--- src/rtl/morph_pkg.sv ---
// Shared types for the 3x3 binary morphology stream and later filter stages.
package morph_pkg;

  typedef enum logic [1:0] {
    OP_PASS   = 2'b00,
    OP_ERODE  = 2'b01,
    OP_DILATE = 2'b10,
    OP_EDGE   = 2'b11
  } morph_op_t;

  typedef enum logic [1:0] {
    S_IDLE  = 2'b00,
    S_FILL  = 2'b01,
    S_RUN   = 2'b10,
    S_FLUSH = 2'b11
  } morph_state_t;

  // 3x3 neighbourhood, bit index = row*3 + col, row 0 = line above centre
  typedef logic [8:0] window_t;

  localparam int WIN_CENTRE = 4;

endpackage

--- src/rtl/morph_kernel.sv ---
// Combinational 3x3 binary morphology on an already border-masked window.
module morph_kernel
  import morph_pkg::*;
(
  input  window_t   win,
  input  morph_op_t op,
  output logic      pixel
);

  logic ero, dil;

  assign ero = &win;
  assign dil = |win;

  always_comb begin
    pixel = 1'b0;
    case (op)
      OP_PASS:   pixel = win[WIN_CENTRE];
      OP_ERODE:  pixel = ero;
      OP_DILATE: pixel = dil;
      OP_EDGE:   pixel = dil & ~ero;
      default:   pixel = 1'b0;
    endcase
  end

endmodule

--- src/rtl/morph_stream.sv ---
// Streaming 3x3 binary morphology: line shift register, border masking, FSM and
// a valid/ready output register. Output k is produced as input k+W+1 is accepted.
module morph_stream
  import morph_pkg::*;
#(
  parameter int IMG_WIDTH  = 256,
  parameter int IMG_HEIGHT = 128
) (
  input  logic      clock,
  input  logic      reset_n,
  input  morph_op_t op,
  input  logic      in_valid,
  output logic      in_ready,
  input  logic      in_pixel,
  input  logic      in_sof,
  output logic      out_valid,
  input  logic      out_ready,
  output logic      out_pixel,
  output logic      out_sof,
  output logic      out_eof,
  output logic      busy
);

  localparam int SR_LEN = 2*IMG_WIDTH + 3;
  localparam int CW     = $clog2(IMG_WIDTH);
  localparam int RW     = $clog2(IMG_HEIGHT);

  localparam logic [CW-1:0] COL_LAST = CW'(IMG_WIDTH - 1);
  localparam logic [RW-1:0] ROW_LAST = RW'(IMG_HEIGHT - 1);

  morph_state_t      state;
  morph_op_t         op_q;
  // Oldest tap is read from the next-value view, so the register itself is one bit shorter.
  logic [SR_LEN-2:0] sr;
  logic [SR_LEN-1:0] sr_nxt;
  logic [CW-1:0]     in_col, out_col;
  logic [RW-1:0]     in_row, out_row;

  logic    adv, in_acc, eof_held, flush_step, shift, load, kpix;
  logic    top_ok, bot_ok, lft_ok, rgt_ok;
  window_t win, mask, win_m;

  assign adv = !out_valid || out_ready;

  always_comb begin
    in_ready = 1'b0;
    case (state)
      S_IDLE, S_FILL: in_ready = 1'b1;
      S_RUN:          in_ready = adv;
      default:        in_ready = 1'b0;
    endcase
  end

  assign in_acc     = in_valid && in_ready;
  assign eof_held   = out_valid && out_eof;
  assign flush_step = (state == S_FLUSH) && adv && !eof_held;
  assign shift      = flush_step || (in_acc && (state != S_IDLE || in_sof));
  assign load       = flush_step || ((state == S_RUN) && in_acc);
  assign sr_nxt     = {sr, (state == S_FLUSH) ? 1'b0 : in_pixel};

  // Border validity of the centre pixel's neighbours; also blocks row wrap.
  assign top_ok = (out_row != '0);
  assign bot_ok = (out_row != ROW_LAST);
  assign lft_ok = (out_col != '0);
  assign rgt_ok = (out_col != COL_LAST);

  for (genvar r = 0; r < 3; r++) begin : g_row
    for (genvar c = 0; c < 3; c++) begin : g_col
      localparam bit CHK_T = (r == 0);
      localparam bit CHK_B = (r == 2);
      localparam bit CHK_L = (c == 0);
      localparam bit CHK_R = (c == 2);
      assign win[r*3+c]  = sr_nxt[(2-r)*IMG_WIDTH + (2-c)];
      assign mask[r*3+c] = (!CHK_T || top_ok) && (!CHK_B || bot_ok) &&
                           (!CHK_L || lft_ok) && (!CHK_R || rgt_ok);
    end
  end

  assign win_m = win & mask;

  morph_kernel u_kernel (
    .win   (win_m),
    .op    (op_q),
    .pixel (kpix)
  );

  assign busy = (state != S_IDLE);

  always_ff @(posedge clock) begin
    if (!reset_n) begin
      state     <= S_IDLE;
      op_q      <= OP_PASS;
      sr        <= '0;
      in_col    <= '0;
      in_row    <= '0;
      out_col   <= '0;
      out_row   <= '0;
      out_valid <= 1'b0;
      out_pixel <= 1'b0;
      out_sof   <= 1'b0;
      out_eof   <= 1'b0;
    end else begin
      if (shift) sr <= sr_nxt[SR_LEN-2:0];

      case (state)
        S_IDLE: begin
          if (in_valid && in_sof) begin
            op_q    <= op;
            in_col  <= CW'(1);
            in_row  <= '0;
            out_col <= '0;
            out_row <= '0;
            state   <= S_FILL;
          end
        end
        S_FILL, S_RUN: begin
          if (in_acc) begin
            if (in_col == COL_LAST) begin
              in_col <= '0;
              in_row <= (in_row == ROW_LAST) ? '0 : in_row + 1'b1;
            end else begin
              in_col <= in_col + 1'b1;
            end
            if (state == S_FILL && in_row == RW'(1) && in_col == '0)
              state <= S_RUN;
            if (state == S_RUN && in_row == ROW_LAST && in_col == COL_LAST)
              state <= S_FLUSH;
          end
        end
        S_FLUSH: begin
          if (eof_held && out_ready) state <= S_IDLE;
        end
        default: state <= S_IDLE;
      endcase

      if (load) begin
        out_valid <= 1'b1;
        out_pixel <= kpix;
        out_sof   <= (out_row == '0) && (out_col == '0);
        out_eof   <= (out_row == ROW_LAST) && (out_col == COL_LAST);
        if (out_col == COL_LAST) begin
          out_col <= '0;
          out_row <= (out_row == ROW_LAST) ? '0 : out_row + 1'b1;
        end else begin
          out_col <= out_col + 1'b1;
        end
      end else if (out_ready) begin
        out_valid <= 1'b0;
        out_pixel <= 1'b0;
        out_sof   <= 1'b0;
        out_eof   <= 1'b0;
      end
    end
  end

endmodule
--- config.mk ---
export PLATFORM = sky130hd
export DESIGN_NAME = morph_stream
export DESIGN_NICKNAME = d
export VERILOG_FILES = /design/src/rtl/morph_pkg.sv /design/src/rtl/morph_kernel.sv /design/src/rtl/morph_stream.sv
export SDC_FILE = /design/constraint.sdc
export NUM_CORES = 1
export LEC_CHECK = 0
export ABC_CLOCK_PERIOD_IN_PS = 2350
export CAP_MARGIN = 10
export CELL_PAD_IN_SITES_DETAIL_PLACEMENT = 0
export CELL_PAD_IN_SITES_GLOBAL_PLACEMENT = 1
export CORE_MARGIN = 10
export CORE_UTILIZATION = 43
export DETAILED_ROUTE_END_ITERATION = 10
export PLACE_DENSITY_LB_ADDON = 0.1
export SLEW_MARGIN = 10
export SYNTH_ARGS = -nofsm -noshare
export SYNTH_HDL_FRONTEND = slang
export SYNTH_HIERARCHICAL = 1
export SYNTH_SLANG_ARGS = --single-unit
--- constraint.sdc ---
create_clock -name clock -period 2.35 [get_ports clock]
set_clock_uncertainty 0.15 [all_clocks]
set_input_delay 0.235 -clock clock [delete_from_list [all_inputs] [get_ports clock]]
set_output_delay 0.235 -clock clock [all_outputs]
set_load 0.01 [all_outputs]
==> flow_summary_export.csv <==
group,metric,value,unit
worst_setup_path,rr_worst_depth,10,
floorplan,die-area,0.0573,sq mm
placed_design,gp_congestion,0.746,
clock_network,clockBufferDepth,3,
timing,maxSlewViolCount,0,
yosys,synth_area_per_cell,7.99,sq um
yosys,synthCells,2591,
cells_and_area,n_antenna_cell,0,
routing,route.vias.total,16180,
worst_setup_path,r2r_setup_slack,0.11,ns
clock_network,clkLatencyLatePin,0.60,ns
hold_path,hold_class,"input port to flop",
timing,fmax,446,MHz
worst_setup_path,path_cells,"ha_4, nand3_2, nor2_4, nand2_2, and2_1, or4_4, nor4_4, nor3_2, nand2_1, a21oi_1",
yosys,yosysMostFrequentCell,"dfxtp_1",
timing,period_share,0.955,
run,max-cap-violations,0,
yosys,ys_seq_area_frac,0.534,
yosys,synth_top_area_share,0.534,
timing,hold_viol,0,
hold_path,min_from,"op[0]",
grt,met1_usage,0.162,
timing,rsz0062_at_grt,"true",
floorplan,fp.dieH,239,microns
floorplan,rows,80,
grt,grt_most_used_layer,"met2",
routing,wire_per_inst,11.4,microns
cells_and_area,nFillCells,4516,
yosys,synth_edf_count,0,
power,leakagePower,0.00797,uW
grt,grt_pass1_wl,63.7,mm
yosys,synth_warnings,6,
worst_setup_path,cp-start-kind,"flop",
timing,setup_violations,0,
placed_design,dp.cells,3066,
routing,postRouteAntennaNets,0,
routing,drc,0,
routing,avgViaCountPerCell,5.09,
clock_network,clkTransAtPathRegs,0.06,ns
grt,grt_usage,0.126,
hold_path,holdPathStages,3,
worst_setup_path,arrival,2.58,ns
grt,antenna_found_initial,0,
floorplan,die_w,239,microns
timing,fin_crit,2.24,ns
worst_setup_path,slowest_stage,"or4_4",
yosys,synth_flop_cell,"dfxtp_1",
yosys,synthArstFlopShare,0,
power,ir_worst_vdd,0.462,mV
placed_design,dpl.hpwl,20.9,mm
cells_and_area,stdcell_count,3180,
worst_setup_path,worstSetupPathType,"flop to flop",
power,power_density,886,mW/mm^2
cells_and_area,drive_gt1_frac,0.0893,
timing,whs,0.117,ns
grt,grt_use_met2,0.205,
run_status,outcome,"completed",
cells_and_area,syn2layout_area_growth,15.7,%
yosys,netlist_top_cells_count,"dfxtp_1, nand2_1, nand3_1",
yosys,yosys_register_bits,552,
grt,met3_usage,0.0245,
yosys,netlist_area,0.0207,sq mm
power,p_total,21200,uW
clock_network,numClockSinks,552,
floorplan,initial_core_util,0.434,
routing,drt_wl_total,36.1,mm
clock_network,cts_root_buf,"clkbuf_16",
clock_network,numCtsBuffers,57,
cells_and_area,utilization,0.502,
timing,timing.setup.tns,0,ns
worst_setup_path,r2r-start,"out_row[0]",
worst_setup_path,cpPeakStageDelay,0.54,ns
grt,grt_max_degree,142,
yosys,netlist-cell-type-count,54,
timing,maxSlewHeadroom,0.583,
placed_design,port_buffers,13,
worst_setup_path,cp_max_fo,3,
hold_path,hold_path_end,"op_q[0]",
yosys,synth_nets,2611,
clock_network,htreeDepth,2,
yosys,yosys-top-cells-area,"dfxtp_1, nand3_1, o21ai_0",
clock_network,cts_tree,"built",
timing,worstMarginPinSlew,0.626,ns
routing,drtIter0Drc,999,
worst_setup_path,r2r-end,"out_pixel",
grt,grt_pass1_vias,14160,
grt,gr-total-overflow,0,
worst_setup_path,endpoint_kind,"flop",
worst_setup_path,required,2.69,ns
cells_and_area,fin_nets,2536,
yosys,yosys.area.top_type,"dfxtp_1",
floorplan,core_area,0.0476,sq mm
floorplan,ioPinCount,14,
routing,drtPass1Iterations,5,
layer usage:
metal | share of wire | wire [microns]
met3 | 0.033 | 1190
met1 | 0.51 | 18400
met2 | 0.44 | 15700
met4 | 0.023 | 833
met5 | 0 | 0
report_power, final:
group / leakage (uW) / switching, uW / internal, uW
combinational: 0.00251 / 1600 / 730
sequential: 0.00445 / 24.2 / 9380
clock: 0.00100 / 3600 / 5880
layout by cell type (no fill, tap or decap), types with 8 or more instances in the layout:
| cell | count |
|---|---|
| dfxtp_2 | 8 |
| clkdlybuf4s50_1 | 10 |
| nand3_1 | 529 |
| inv_1 | 15 |
| nor3_1 | 10 |
| a21oi_1 | 16 |
| clkbuf_8 | 20 |
| o21ai_1 | 73 |
| o21ai_0 | 466 |
| clkbuf_1 | 16 |
| buf_12 | 22 |
| nor2_1 | 17 |
| and2_1 | 9 |
| dfxtp_1 | 542 |
| nand2_1 | 540 |
| buf_4 | 61 |
| clkbuf_16 | 59 |
| and3_1 | 9 |
critical path: cells and delay by family, from the launching register on:
family	cells	cell delay [ns]
and+or+nand+nor	8	1.42
DFF	1	0.36
adders and majority gates	1	0.14
AOI/OAI and AO/OA	1	0.06
state kept, by name (all words and copies together), names as in the netlist, 2 cells and up:
register / cells
out_col: 8
out_row: 7
in_row: 7
op_q: 2
in_col: 8
sr: 514
state: 2
area by class of cell:
cell class / instances / area [sq um] / area share
flip-flops and latches: 552 / 11100 / 0.462
multi-input cells: 1783 / 8790 / 0.367
clock buffers: 95 / 1810 / 0.0757
repair buffers: 106 / 1210 / 0.0505
well taps: 615 / 769 / 0.0322
clock inverters: 13 / 219 / 0.00915
inverters: 16 / 60.1 / 0.00251
through the flow:
stage               instance area (sq um)  worst slack, ns
global placement                    21600          -0.0563
CTS                                 23700           0.0106
global route                        23900          -0.0237
finish                              23900            0.107
detailed placement                  21600          -0.0566
floorplan                           20700           0.0142
timing repair:
action,4_1_cts,5_1_grt
endpoints found under the setup margin,311,166
cloned,0,1
pin swaps,2,9
hold endpoints to repair,13,0
setup buffers,2,2
hold buffers,1,0
resized for setup,6,51
how the worst max path moves through the flow:
stage	from	end	slack, ns	cells past startpoint
after detailed placement	in_valid	sr[152]	-0.06	8
after CTS	out_col[1]	out_pixel	0.01	9
after global placement	in_valid	sr[155]	-0.06	8
after floorplan	out_col[1]	out_pixel	0.01	10
final	out_row[0]	out_pixel	0.11	10
after global routing	state[0]	in_row[3]	-0.02	9
kinds of logic (layout without fill, tap and decap cells):
kind of cell	Yosys count	after routing	share of synthesized area
AOI/OAI and AO/OA	587	587	0.148
adders and majority gates	12	12	0.00726
buffers and inverters	256	230	0.0494
DFF	552	552	0.534
muxes	6	6	0.00296
and+or+nand+nor	1178	1178	0.258
Power figures use the tool's default switching activity.
